`config.mk`:
```
export PLATFORM = sky130hd
export DESIGN_NAME = sd_block_responder
export DESIGN_NICKNAME = d
export VERILOG_FILES = /design/src/rtl/sd_block_responder.sv
export SDC_FILE = /design/constraint.sdc
export NUM_CORES = 1
export LEC_CHECK = 0
export CORE_ASPECT_RATIO = 0.75
export CORE_MARGIN = 1
export CORE_UTILIZATION = 50
export CTS_CLUSTER_DIAMETER = 60
export DETAILED_ROUTE_END_ITERATION = 16
export HOLD_SLACK_MARGIN = 0.02
export PLACE_DENSITY = 0.84
export SETUP_SLACK_MARGIN = 0.2
export SYNTH_ARGS = -nofsm -noshare
export SYNTH_HDL_FRONTEND = slang
export SYNTH_SLANG_ARGS = --single-unit
```
`constraint.sdc`:
```
create_clock -name clk_sys -period 6.2 [get_ports clk_sys]
set_clock_uncertainty 0.05 [all_clocks]
set_input_delay 0.62 -clock clk_sys [delete_from_list [all_inputs] [get_ports clk_sys]]
set_output_delay 0.62 -clock clk_sys [all_outputs]
set_load 0.01 [all_outputs]
```
`src/rtl/sd_block_responder.sv`:
```
// sd_block_responder: target side of the sd_lba/sd_rd/sd_wr/sd_ack/sd_buff_* sector protocol.
// Each accepted request moves one 512-byte sector between the core's sector buffer and a
// byte-wide backing store reached through a simple req/ack port (BRAM, SDRAM wrapper, model).
// Loads copy store -> buffer, saves copy buffer -> store, one byte at a time.

module sd_block_responder #(
    parameter int unsigned LBA_BITS  = 6,
    parameter int unsigned ACK_DELAY = 2
) (
    input  logic                  clk_sys,
    input  logic                  reset,

    // Initiator request side
    input  logic [31:0]           sd_lba,
    input  logic                  sd_rd,
    input  logic                  sd_wr,
    output logic                  sd_ack,

    // Core sector buffer
    output logic [8:0]            sd_buff_addr,
    output logic [7:0]            sd_buff_dout,
    output logic                  sd_buff_wr,
    input  logic [7:0]            sd_buff_din,

    // Backing store
    output logic [LBA_BITS+8:0]   mem_addr,
    output logic                  mem_rd,
    output logic                  mem_wr,
    output logic [7:0]            mem_wdata,
    input  logic [7:0]            mem_rdata,
    input  logic                  mem_ack,

    output logic                  busy
);

    typedef enum logic [2:0] {
        StIdle,
        StWait,
        StRdReq,
        StRdPut,
        StWrAddr,
        StWrLat,
        StWrReq,
        StDone
    } state_e;

    localparam logic [3:0] DelayInit = 4'(ACK_DELAY);

    state_e                state;
    logic [LBA_BITS-1:0]   lba;
    logic                  is_load;
    logic [8:0]            byte_cnt;
    logic [3:0]            delay_cnt;

    logic [8:0]            byte_next;
    logic                  last_byte;

    // Sector numbers wrap modulo 2^LBA_BITS, so the upper request bits are deliberately dropped.
    logic                  unused_lba_hi;

    assign unused_lba_hi = ^sd_lba[31:LBA_BITS];

    // Byte sequencing helpers shared by both transfer directions.
    always_comb begin
        byte_next = byte_cnt + 9'd1;
        last_byte = (byte_cnt == 9'd511);
    end

    // Transfer sequencer; every protocol output is a register updated alongside the state.
    always_ff @(posedge clk_sys) begin
        if (reset) begin
            state        <= StIdle;
            lba          <= '0;
            is_load      <= 1'b0;
            byte_cnt     <= 9'd0;
            delay_cnt    <= 4'd0;
            sd_ack       <= 1'b0;
            sd_buff_addr <= 9'd0;
            sd_buff_dout <= 8'd0;
            sd_buff_wr   <= 1'b0;
            mem_addr     <= '0;
            mem_rd       <= 1'b0;
            mem_wr       <= 1'b0;
            mem_wdata    <= 8'd0;
            busy         <= 1'b0;
        end else begin
            unique case (state)
                StIdle: begin
                    // Request levels are only looked at here; a read wins over a write.
                    if (sd_rd || sd_wr) begin
                        lba       <= sd_lba[LBA_BITS-1:0];
                        is_load   <= sd_rd;
                        byte_cnt  <= 9'd0;
                        delay_cnt <= DelayInit;
                        sd_ack    <= 1'b1;
                        busy      <= 1'b1;
                        state     <= StWait;
                    end
                end

                StWait: begin
                    // Counts down the acknowledge delay; the final cycle launches byte 0.
                    if (delay_cnt != 4'd0) begin
                        delay_cnt <= delay_cnt - 4'd1;
                    end else if (is_load) begin
                        mem_addr <= {lba, byte_cnt};
                        mem_rd   <= 1'b1;
                        state    <= StRdReq;
                    end else begin
                        sd_buff_addr <= byte_cnt;
                        state        <= StWrAddr;
                    end
                end

                StRdReq: begin
                    // Read data is only valid in the ack cycle, so it goes straight to the buffer.
                    if (mem_ack) begin
                        mem_rd       <= 1'b0;
                        sd_buff_addr <= byte_cnt;
                        sd_buff_dout <= mem_rdata;
                        sd_buff_wr   <= 1'b1;
                        state        <= StRdPut;
                    end
                end

                StRdPut: begin
                    sd_buff_wr <= 1'b0;
                    if (last_byte) begin
                        byte_cnt <= 9'd0;
                        sd_ack   <= 1'b0;
                        state    <= StDone;
                    end else begin
                        byte_cnt <= byte_next;
                        mem_addr <= {lba, byte_next};
                        mem_rd   <= 1'b1;
                        state    <= StRdReq;
                    end
                end

                StWrAddr: begin
                    // Buffer address is presented; its data arrives one cycle later.
                    state <= StWrLat;
                end

                StWrLat: begin
                    mem_wdata <= sd_buff_din;
                    mem_addr  <= {lba, byte_cnt};
                    mem_wr    <= 1'b1;
                    state     <= StWrReq;
                end

                StWrReq: begin
                    if (mem_ack) begin
                        mem_wr <= 1'b0;
                        if (last_byte) begin
                            byte_cnt <= 9'd0;
                            sd_ack   <= 1'b0;
                            state    <= StDone;
                        end else begin
                            byte_cnt     <= byte_next;
                            sd_buff_addr <= byte_next;
                            state        <= StWrAddr;
                        end
                    end
                end

                StDone: begin
                    // One extra low cycle so the initiator's edge detector sees sd_ack fall.
                    busy  <= 1'b0;
                    state <= StIdle;
                end

                default: begin
                    state <= StIdle;
                end
            endcase
        end
    end

endmodule

```
==> flow_summary.json <==
{
  "dr.first_iter.drc_count": 201,
  "detail-route-antenna-nets": 0,
  "critical_path_class": "reg2reg",
  "vias_per_cell": 5.44,
  "finalNonFillerCells": 506,
  "areaGrowthSynthToFinish_pct": 28.5,
  "synth_area_leaders": "dfxtp_1 (44%), nand2_1 (6.7%), a21oi_1 (6.6%)",
  "synth_edf_count": 0,
  "drv_slew": 0,
  "setup_viol": 0,
  "dieArea_mm2": 0.00649,
  "grt_first_pass_wirelength_mm": 12.4,
  "grt.total_usage_pct": 24.7,
  "min_path_type": "reg2reg",
  "rsz0062_at_grt": "no",
  "clockBufferDepth": 2,
  "gp_congestion": 0.872,
  "synthDistinctLibCells": 43,
  "fin_setup_tns_ps": 0,
  "dp_hpwl_mm": 5.15,
  "synth-async-reset-ratio_pct": 0,
  "synth_top_cell_by_area": "dfxtp_1",
  "timing.rr.start": "byte_cnt[0]",
  "avgSynthCellArea_um2": 8.43,
  "cts_tree": "built",
  "cp.arrival_ps": 3370,
  "syn-cell-area_mm2": 0.00309,
  "synth_seq_cells": 68,
  "reg2reg_to": "mem_addr[7]",
  "nets": 479,
  "slew-limit-headroom_pct": 20.7,
  "ir_worst_vdd_v": 0.000227,
  "finalCriticalPeriod_ps": 3240,
  "cp.required_ps": 6340,
  "cts.sinks": 68,
  "core_area_mm2": 0.00589,
  "drc": 0,
  "rows": 24,
  "status": "finished clean",
  "fin_hold_ws_ps": 408,
  "synth_top_flop_cell": "dfxtp_1",
  "wl_per_cell_um": 14.9,
  "fillers": 508,
  "startpoint": "byte_cnt[0]",
  "io_pins": 98,
  "diodes": 0,
  "root_buffer": "clkbuf_8",
  "drv_cap": 0,
  "synth_top_area_share_pct": 44.1,
  "hold_viol_final": 0,
  "grt_overflow": 0,
  "cts-buffers-inserted": 9,
  "synth_nets": 422,
  "drt_pass1_iterations": 5,
  "drive_above_1_share_pct": 6.54,
  "clk_latency_ps": 350,
  "port_buffers": 71,
  "fin_crit_sh_pct": 52.2,
  "die_w_um": 92.7,
  "grt_pass1_vias": 2525,
  "die_h_um": 70.0,
  "start_util_pct": 52.4,
  "antenna_found_initial": 0,
  "critPathMaxFanout": 24,
  "yosysSeqAreaShare_pct": 44.1,
  "cp-start-kind": "flop",
  "place_inst": 490,
  "min-delay-start": "sd_buff_dout[1]",
  "post-route-util_pct": 67.4,
  "cts_max_level": 3,
  "yosys_warnings": 0,
  "cts_resized": 0,
  "worst_slew_pin_slew_ps": 1190,
  "num_vias": 2751,
  "max_freq_mhz": 309,
  "syn_inst": 366,
  "reg2reg_slack_ps": 2960,
  "wl_mm": 7.56,
  "postCtsHoldBufs": 0,
  "grt_max_degree": 55,
  "postCtsSetupBuffers": 0,
  "endpoint": "mem_addr[7]",
  "hold_depth": 2,
  "p_leak_nw": 1.40,
  "worst_setup_path_end_kind": "flop",
  "clkSlewWorstSetupHoldPaths_ps": 80,
  "powerDensity_mw_per_mm2": 331,
  "r2r_cells": 9
}
[state kept, by name, summed over array words and instances (netlist names)]
signal and count:
mem_addr 15, byte_cnt 9, sd_buff_addr 9, mem_wdata 8, sd_buff_dout 8, lba 6, delay_cnt 4, state 3
busy 1, is_load 1, mem_rd 1, mem_wr 1, sd_ack 1, sd_buff_wr 1
[synth_stat cells (4+ instances only)]
cell / count
nor2_1: 31
or2_2: 4
buf_4: 6
nand3b_1: 7
dfxtp_1: 68
o31ai_1: 5
or3_1: 6
buf_2: 9
a31oi_1: 4
a211oi_1: 9
nand3_1: 7
nand2b_1: 4
a21oi_1: 41
clkbuf_1: 9
nand2_1: 55
nor3_1: 20
xor2_1: 4
o21ai_0: 13
inv_1: 6
xnor2_1: 13
mux2i_1: 17
[power by group]
part           internal (mW)  total (mW)  leakage [nW]  switching, mW
Sequential             0.499       0.560         0.553         0.0607
Combinational          0.190       0.384         0.749          0.194
Clock                  0.187       0.367        0.0958          0.180
Total                  0.877        1.31          1.40          0.434
[metal layers]
metal | vias to the layer above | GRT usage, % | part of all wire, %
met2 | 103 | 35.3 | 43
li1 | 1383 | - | -
met3 | 7 | 7.52 | 7.6
met4 | 0 | 8.38 | 0.95
met1 | 1258 | 35.3 | 48
met5 | - | 0 | 0
[final cells by class]
type | instances | area [um^2] | share of cell area, %
timing repair buffer | 72 | 713 | 18.0
tap | 78 | 97.6 | 2.46
multi-input combinational | 266 | 1570 | 39.6
sequential | 68 | 1360 | 34.3
clock inverter | 7 | 76.3 | 1.92
inverter | 6 | 22.5 | 0.568
clock buffer | 9 | 124 | 3.12
[stage by stage]
stage	power, mW	worst slack, ps	cell area (um^2)
2_1_floorplan	0.808	3810	3090
3_3_place_gp	0.934	3070	3770
3_5_place_dp	0.949	3040	3770
4_1_cts	1.32	3000	3970
5_1_grt	1.39	2660	3970
6_report	1.31	2960	3970
[cells by family (layout without fill, tap and decap cells)]
kind of cell / Yosys count / in the layout / share of synthesized area, %
xor+xnor: 17 / 17 / 4.82
buf+inv: 32 / 94 / 4.99
flops: 68 / 68 / 44.1
compound gates: 82 / 82 / 16.1
fa+ha+maj: 3 / 3 / 1.22
simple gates: 147 / 147 / 23.3
mux: 17 / 17 / 5.51
[worst max-delay path, stage by stage (launching register included)]
cell	delay [ps]
dfxtp_1	500
ha_1	300
nand3_1	210
or2_2	370
nor2_1	140
ha_1	310
nand2b_1	280
o221ai_2	490
o21ai_0	350
a21oi_1	60
[how the worst min path moves through the flow]
stage / to / slack, ps
CTS: sd_buff_dout[1] / 410
global placement: sd_buff_dout[5] / 390
global route: lba[2] / 420
floorplan: lba[0] / 390
finish: sd_buff_dout[1] / 410
detailed placement: sd_buff_dout[1] / 400
[cell usage in the layout (no fill, tap or decap), types with 4 or more instances in the layout]
master	count
dfxtp_1	68
o31ai_1	5
nor3_1	20
inv_1	6
or2_2	4
a211oi_1	9
nand2_1	55
xor2_1	4
xnor2_1	13
nand2b_1	4
o21ai_0	13
nand3_1	7
a31oi_1	4
clkbuf_8	9
or3_1	6
clkdlybuf4s50_1	70
nor2_1	31
a21oi_1	41
mux2i_1	17
nand3b_1	7
Power figures use the tool's default switching activity.
